$ cat src/rtl/serv_bus_arbiter.sv
// serv_bus_arbiter: shares one Wishbone slave port between the SERV
// instruction bus and data bus. A registered three-state grant FSM runs one
// transaction at a time; simultaneous requests alternate round-robin.
//
// Optional feature: define SERV_ARB_TIMEOUT_EN to enable a watchdog that
// terminates a transaction the slave never acknowledges. Without the macro
// the grant is held until i_wb_ack and o_timeout is tied low.

module serv_bus_arbiter #(
    parameter int unsigned TIMEOUT_CYCLES = 255,
    parameter int unsigned TW             = $clog2(TIMEOUT_CYCLES + 1)
) (
    input  logic        clk,
    input  logic        i_rst_n,
    // Instruction bus (read only)
    input  logic [31:0] i_ibus_adr,
    input  logic        i_ibus_cyc,
    output logic [31:0] o_ibus_rdt,
    output logic        o_ibus_ack,
    // Data bus
    input  logic [31:0] i_dbus_adr,
    input  logic [31:0] i_dbus_dat,
    input  logic [3:0]  i_dbus_sel,
    input  logic        i_dbus_we,
    input  logic        i_dbus_cyc,
    output logic [31:0] o_dbus_rdt,
    output logic        o_dbus_ack,
    // Shared slave bus
    output logic [31:0] o_wb_adr,
    output logic [31:0] o_wb_dat,
    output logic [3:0]  o_wb_sel,
    output logic        o_wb_we,
    output logic        o_wb_cyc,
    input  logic [31:0] i_wb_rdt,
    input  logic        i_wb_ack,
    // Sticky watchdog flag
    output logic        o_timeout
);

    typedef enum logic [1:0] {
        StIdle,
        StGntI,
        StGntD
    } state_e;

    // Encoding of the last-served master
    localparam logic LastIbus = 1'b0;
    localparam logic LastDbus = 1'b1;

    state_e      state_q, state_d;
    logic        last_q, last_d;
    logic [31:0] adr_q, adr_d;
    logic [31:0] dat_q, dat_d;
    logic [3:0]  sel_q, sel_d;
    logic        we_q, we_d;
    logic        cyc_q, cyc_d;

    logic        granted;
    logic        timeout_hit;
    logic        done;

    assign granted = (state_q == StGntI) || (state_q == StGntD);

`ifdef SERV_ARB_TIMEOUT_EN
    logic [TW-1:0] cnt_q, cnt_d;
    logic          timeout_q, timeout_d;

    // A real slave ack in the limit cycle wins over the watchdog
    assign timeout_hit = granted && !i_wb_ack && (cnt_q == TW'(TIMEOUT_CYCLES));

    // Watchdog counter: zero while idle so every grant starts from 0; flag is sticky
    always_comb begin
        cnt_d     = cnt_q;
        timeout_d = timeout_q | timeout_hit;
        if (!granted) begin
            cnt_d = '0;
        end else if (!i_wb_ack && (cnt_q != TW'(TIMEOUT_CYCLES))) begin
            cnt_d = cnt_q + TW'(1);
        end
    end

    // Watchdog state registers
    always_ff @(posedge clk or negedge i_rst_n) begin
        if (!i_rst_n) begin
            cnt_q     <= '0;
            timeout_q <= 1'b0;
        end else begin
            cnt_q     <= cnt_d;
            timeout_q <= timeout_d;
        end
    end

    assign o_timeout = timeout_q;
`else
    assign timeout_hit = 1'b0;
    assign o_timeout   = 1'b0;
`endif

    // A grant ends on a slave ack or on a watchdog expiry
    assign done = i_wb_ack | timeout_hit;

    // Grant FSM next-state and request-register load logic
    always_comb begin
        state_d = state_q;
        last_d  = last_q;
        adr_d   = adr_q;
        dat_d   = dat_q;
        sel_d   = sel_q;
        we_d    = we_q;
        cyc_d   = cyc_q;

        case (state_q)
            StIdle: begin
                // On a tie the master that was not served last wins
                if (i_ibus_cyc && (!i_dbus_cyc || (last_q == LastDbus))) begin
                    state_d = StGntI;
                    adr_d   = i_ibus_adr;
                    dat_d   = '0;
                    sel_d   = 4'hF;
                    we_d    = 1'b0;
                    cyc_d   = 1'b1;
                end else if (i_dbus_cyc) begin
                    state_d = StGntD;
                    adr_d   = i_dbus_adr;
                    dat_d   = i_dbus_dat;
                    sel_d   = i_dbus_sel;
                    we_d    = i_dbus_we;
                    cyc_d   = 1'b1;
                end
            end
            StGntI: begin
                if (done) begin
                    state_d = StIdle;
                    cyc_d   = 1'b0;
                    last_d  = LastIbus;
                end
            end
            StGntD: begin
                if (done) begin
                    state_d = StIdle;
                    cyc_d   = 1'b0;
                    last_d  = LastDbus;
                end
            end
            default: begin
                state_d = StIdle;
                cyc_d   = 1'b0;
            end
        endcase
    end

    // FSM and registered shared-bus request
    always_ff @(posedge clk or negedge i_rst_n) begin
        if (!i_rst_n) begin
            state_q <= StIdle;
            last_q  <= LastDbus;
            adr_q   <= '0;
            dat_q   <= '0;
            sel_q   <= '0;
            we_q    <= 1'b0;
            cyc_q   <= 1'b0;
        end else begin
            state_q <= state_d;
            last_q  <= last_d;
            adr_q   <= adr_d;
            dat_q   <= dat_d;
            sel_q   <= sel_d;
            we_q    <= we_d;
            cyc_q   <= cyc_d;
        end
    end

    assign o_wb_adr = adr_q;
    assign o_wb_dat = dat_q;
    assign o_wb_sel = sel_q;
    assign o_wb_we  = we_q;
    assign o_wb_cyc = cyc_q;

    // Zero-latency ack routing; read data is shared and only meaningful with ack
    assign o_ibus_ack = (state_q == StGntI) && done;
    assign o_dbus_ack = (state_q == StGntD) && done;
    assign o_ibus_rdt = timeout_hit ? 32'h0 : i_wb_rdt;
    assign o_dbus_rdt = timeout_hit ? 32'h0 : i_wb_rdt;

endmodule

$ cat config.mk
export PLATFORM = sky130hd
export DESIGN_NAME = serv_bus_arbiter
export DESIGN_NICKNAME = d
export VERILOG_FILES = /design/src/rtl/serv_bus_arbiter.sv
export SDC_FILE = /design/constraint.sdc
export NUM_CORES = 1
export LEC_CHECK = 0
export ABC_AREA = 1
export CORE_AREA = 2 2 105 107
export CTS_BUF_LIST = sky130_fd_sc_hd__clkbuf_8
export CTS_CLUSTER_DIAMETER = 150
export CTS_CLUSTER_SIZE = 12
export DETAILED_ROUTE_END_ITERATION = 10
export DIE_AREA = 0 0 107 109
export PLACE_DENSITY = 0.84
export SYNTH_ARGS = -nofsm -noshare
export SYNTH_HDL_FRONTEND = slang
export SYNTH_SLANG_ARGS = --single-unit
$ cat constraint.sdc
create_clock -name clk -period 3.1 [get_ports clk]
set_input_delay 0.465 -clock clk [delete_from_list [all_inputs] [get_ports clk]]
set_output_delay 0.465 -clock clk [all_outputs]
set_load 0.01 [all_outputs]
Yosys cells after proc, flatten, opt, wreduce, memory -nomap -nowiden
Cells that the tools add are included.
{ "op_classes": {"eq_ne": 6, "muxes": 18, "reduce_logical": 12} }
{ "op_table": {"columns": ["cell", "n"], "rows": [
  ["32-bit 2-to-1 mux", 4],
  ["4-bit 2-to-1 mux", 2],
  ["1-bit 2-to-1 mux", 6],
  ["2-bit 2-to-1 mux", 3],
  ["2-bit != test (second input constant)", 2],
  ["1-bit case mux with 2 select lines", 2],
  ["2-bit case mux with 2 select lines", 1],
  ["2-bit AND reduction", 2],
  ["2-bit nonzero test", 2],
  ["1-bit logical AND", 3],
  ["3-bit != test (second input constant)", 1],
  ["3-bit AND reduction", 1],
  ["2-bit by 1-bit equality test with 1-bit output (second input constant)", 1],
  ["2-bit equality test (second input constant)", 1],
  ["2-bit logical NOT", 1],
  ["2-bit by 1-bit != test with 1-bit output (second input constant)", 1],
  ["2-bit OR reduction", 1],
  ["1-bit logical NOT", 1],
  ["1-bit logical OR", 1]
]} }
{ "word_totals": {"regBits": 73, "input_bits": 138, "out_inout_bits": 137, "word_cells": 43} }

Longest topological paths before layout
{ "logic_depth": {"depth_word": 5, "mapped_depth": 9, "depth_no_buf": 8} }

Worst setup path after synthesis
Ideal clock, no wire load.
{ "synth_timing": {"path_type": "register to register", "startpoint": "register last_q", "endpoint": "register dat_q[15] (netlist: o_wb_dat[15])", "setup_time_ps": 117, "arrival_time_ps": 1219, "required_ps": 2983, "slack_ps": 1764, "path_stages_with_launch": 10, "synth_period_minus_slack_ps": 1336, "path_cell_list": "dfstp_2 inv_1 nand2_2 nand2_4 nand2_2 nand2_2 buf_6 buf_6 nand2_1 nand2_1"} }
{ "synth_between": {"elab_chain_cells": 4, "word_cells_on_any_way": 5} }
{ "synth_rtl": {"columns": ["item", "line", "text"], "rows": [
  ["start, declared", "51", "logic last_q, last_d;"],
  ["start signal, assigned", "156", "last_q <= LastDbus;"],
  ["start signal, assigned", "164", "last_q <= last_d;"],
  ["1-bit logical OR *", "115", "if (i_ibus_cyc && (!i_dbus_cyc || (last_q == LastDbus))) begin"],
  ["1-bit logical AND *", "115", null],
  ["2-bit nonzero test (no line)", null, null],
  ["2-bit AND reduction (no line)", null, null],
  ["end signal, assigned", "166", "dat_q <= dat_d;"],
  ["end, declared", "53", "logic [31:0] dat_q, dat_d;"]
]} }
Mark *: on every way between the ends. The rest lies on a longest branch, timed or not.
A chain may end at the register's enable or synchronous reset.

Worst setup path after layout
{ "layout_timing": {"startpoint": "input port i_wb_ack", "endpoint": "output port o_dbus_ack"} }
{ "layout_between": {"elab_chain_cells": 1} }
{ "layout_rtl": {"columns": ["item", "line", "text"], "rows": [
  ["start, declared", "35", "input logic i_wb_ack,"],
  ["1-bit logical AND", "181", "assign o_dbus_ack = (state_q == StGntD) && done;"],
  ["end, declared", "27", "output logic o_dbus_ack,"]
]} }
No other way between the ends.

==> flow_summary_export.csv <==
group,metric,value,unit
outcome,outcome,"complete, no violations",
clocking,cts_tree,"built",
floorplan,io-pin-count,275,
place,gp_congestion,0.833,
route,drtIter0Drc,221,
global_route,antenna_found_initial,0,
floorplan,die_h,109,um
yosys,synthTopCellsByCount,"272 x nand2_1, 72 x dfrtp_1, 71 x buf_4",
sta,period_needed,2.21,ns
worst_hold_path,hold_path.class,"primary input to async pin",
route,drc_errors,0,
global_route,grt_usage,17.7,%
clocking,cts-buffers-inserted,9,
setup_path,worstPathMaxFanout,3,
cells_and_area,final_net_count,744,
cells_and_area,syn_to_final_growth,41.7,%
yosys,syn_area_per_cell,7.66,um2
setup_path,path_class,"primary input to output pin",
sta,min_period_over_period,71.1,%
yosys,netlist.area_leader.share,47.2,%
pwr,power_density,890,nW/um2
yosys,async_flop_share,100,%
setup_path,endpoint_kind,"output pin",
floorplan,die-area,11700,um2
yosys,yosys.area.top_type,"dfrtp_1",
global_route,grt_pass1_vias,3365,
floorplan,num_rows,38,
place,port_buffers,177,
setup_path,crit_arrival,1.74,ns
route,wl_per_cell,13.8,um
setup_path,crit_path_start_kind,"primary input",
route,final_antenna_net_count,0,
floorplan,initial_core_util,36.0,%
yosys,ys_types,20,
sta,hold_viol_final,0,
sta,whs,0.242,ns
clocking,cts-root-buf,"clkbuf_8",
sta,worst_pin_slew,0.908,ns
route,vias_per_cell,4.56,
clocking,cts_hold_buf,0,
global_route,grt_pass1_wl,16100,um
clocking,cts_sinks,73,
yosys,syn_inst,499,
yosys,post-synth-top-count-cell,"nand2_1",
sta,rsz0062_at_grt,"no",
pwr,cellLeakagePower,2.75,nW
yosys,ys_warn_count,0,
yosys,synth_nets,640,
flow_run,cap_violations,0,
cells_and_area,layout-drive-gt1-share,4.77,%
global_route,grt_max_degree,74,
yosys,synth_ff_type,"dfrtp_1",
yosys,ys_top_cells_by_area,"dfrtp_1 47%, nand2_1 27%, buf_4 14%",
sta,setup_violations,0,
clocking,clk_latency,0.34,ns
sta,maxSlewHeadroom,39.5,%
route,drt_first_pass_iters,4,
yosys,synth_edf_count,0,
place,hpwl,7700,um
route,wirelength,10300,um
floorplan,die-width,107,um
clocking,clk_path_buf_depth,2,
route,vias,3410,
sta,slew_violations,0,
clocking,htreeDepth,3,
setup_path,cp.required,2.63,ns
clocking,cts_resized,0,
sta,setup-tns-final,0,ns
clocking,clkTransAtPathRegs,0.08,ns
floorplan,core-area,10600,um2
clocking,cts_setup_buffers,0,
cells_and_area,diodes,0,
sta,skew,0.00753,ns
global_route,grt-ovfl-total,0,
yosys,synth_seq_area_share,47.8,%
sta,fmax,453,MHz
pwr,ir_worst_vdd,0.348,mV
yosys,synth-seq-cells,73,
yosys,syn_area,3820,um2
-- sequential cells by signal, indices dropped and copies added, names as in the netlist --
name	count
state_q	2
o_wb_adr	32
o_wb_cyc	1
o_wb_dat	32
last_q	1
o_wb_sel	4
o_wb_we	1
-- worst paths after layout --
check	from	endpoint	slack, ns	cells after the start
setup / recovery	i_wb_ack	o_dbus_ack	0.89	4
hold / removal	i_rst_n	o_wb_adr[17]$_DFFE_PN0P_	0.24	1
setup reg to reg	last_q$_DFFE_PN1P_	o_wb_dat[15]$_DFFE_PN0P_	1.14	8
hold reg to reg	o_wb_dat[30]$_DFFE_PN0P_	o_wb_dat[30]$_DFFE_PN0P_	0.47	2
max in group asynchronous	i_rst_n	o_wb_adr[6]$_DFFE_PN0P_	2.25	1
min in group clk	o_wb_dat[30]$_DFFE_PN0P_	o_wb_dat[30]$_DFFE_PN0P_	0.47	2
-- worst max-delay path, stage by stage --
cell and delay, ns:
clkdlybuf4s50_1 0.54, nand2_1 0.10, inv_1 0.09, clkdlybuf4s50_1 0.55
-- placed cells by master (no fill, tap or decap) --
master / count
nand2_1: 272
clkdlybuf4s50_1: 176
dfrtp_1: 72
nand3_1: 33
inv_1: 12
clkbuf_8: 11
nand2_2: 4
nor2_1: 4
a21oi_1: 4
buf_4: 4
ha_1: 3
bufinv_16: 2
clkinv_2: 2
nand2_4: 1
a21boi_2: 1
inv_2: 1
nand4_1: 1
o21ai_0: 1
conb_1: 1
clkinvlp_4: 1
dfstp_2: 1
buf_12: 1
-- metal layers --
metal	global-route usage, %	vias to the layer above	wire length (um)
met5	0	-	0
met4	10.1	0	335
met3	5.20	36	779
met2	30.3	152	5190
met1	19.7	1564	4000
li1	-	1658	-
-- stage by stage --
stage / std cells / power [mW] / setup WS, ns / utilization (%) / cell area, um2
4_1_cts: 748 / 4.90 / 0.904 / 51.1 / 5410
3_3_place_gp: 732 / 3.94 / 0.731 / 48.9 / 5180
2_1_floorplan: 499 / 2.84 / 1.76 / - / 3820
6_report: 748 / 4.82 / 0.894 / 51.1 / 5410
5_1_grt: 748 / 5.18 / 0.843 / 51.1 / 5410
3_5_place_dp: 732 / 4.03 / 0.620 / 48.9 / 5180
-- cell type report --
type | count | area, um2
inverters | 13 | 48.8
well taps | 140 | 175
repair buffers | 181 | 1810
clock buffers | 11 | 151
flip-flops and latches | 73 | 1830
multi-input cells | 325 | 1320
clock inverters | 5 | 77.6
fillers | 1016 | 5190
-- cells by family (layout without fill, tap and decap cells) --
family | Yosys count | count (layout) | share of synthesized area, %
buffers and inverters | 101 | 210 | 17.6
AND/OR/NAND/NOR | 315 | 315 | 32.5
adder cells (fa/ha/maj) | 3 | 3 | 0.982
AO/OA/AOI/OAI | 6 | 6 | 0.949
flip-flops | 73 | 73 | 47.8
other | 1 | 1 | 0.0981
-- report_power, final --
| group | switching [mW] | total, mW | leakage [nW] | internal (mW) |
|---|---|---|---|---|
| registers | 0.251 | 1.66 | 0.919 | 1.41 |
| clock network | 0.340 | 0.834 | 0.115 | 0.494 |
| logic | 1.16 | 2.32 | 1.71 | 1.16 |
| total | 1.75 | 4.82 | 2.75 | 3.07 |
Note: power is estimated with default switching activity, not from simulation.
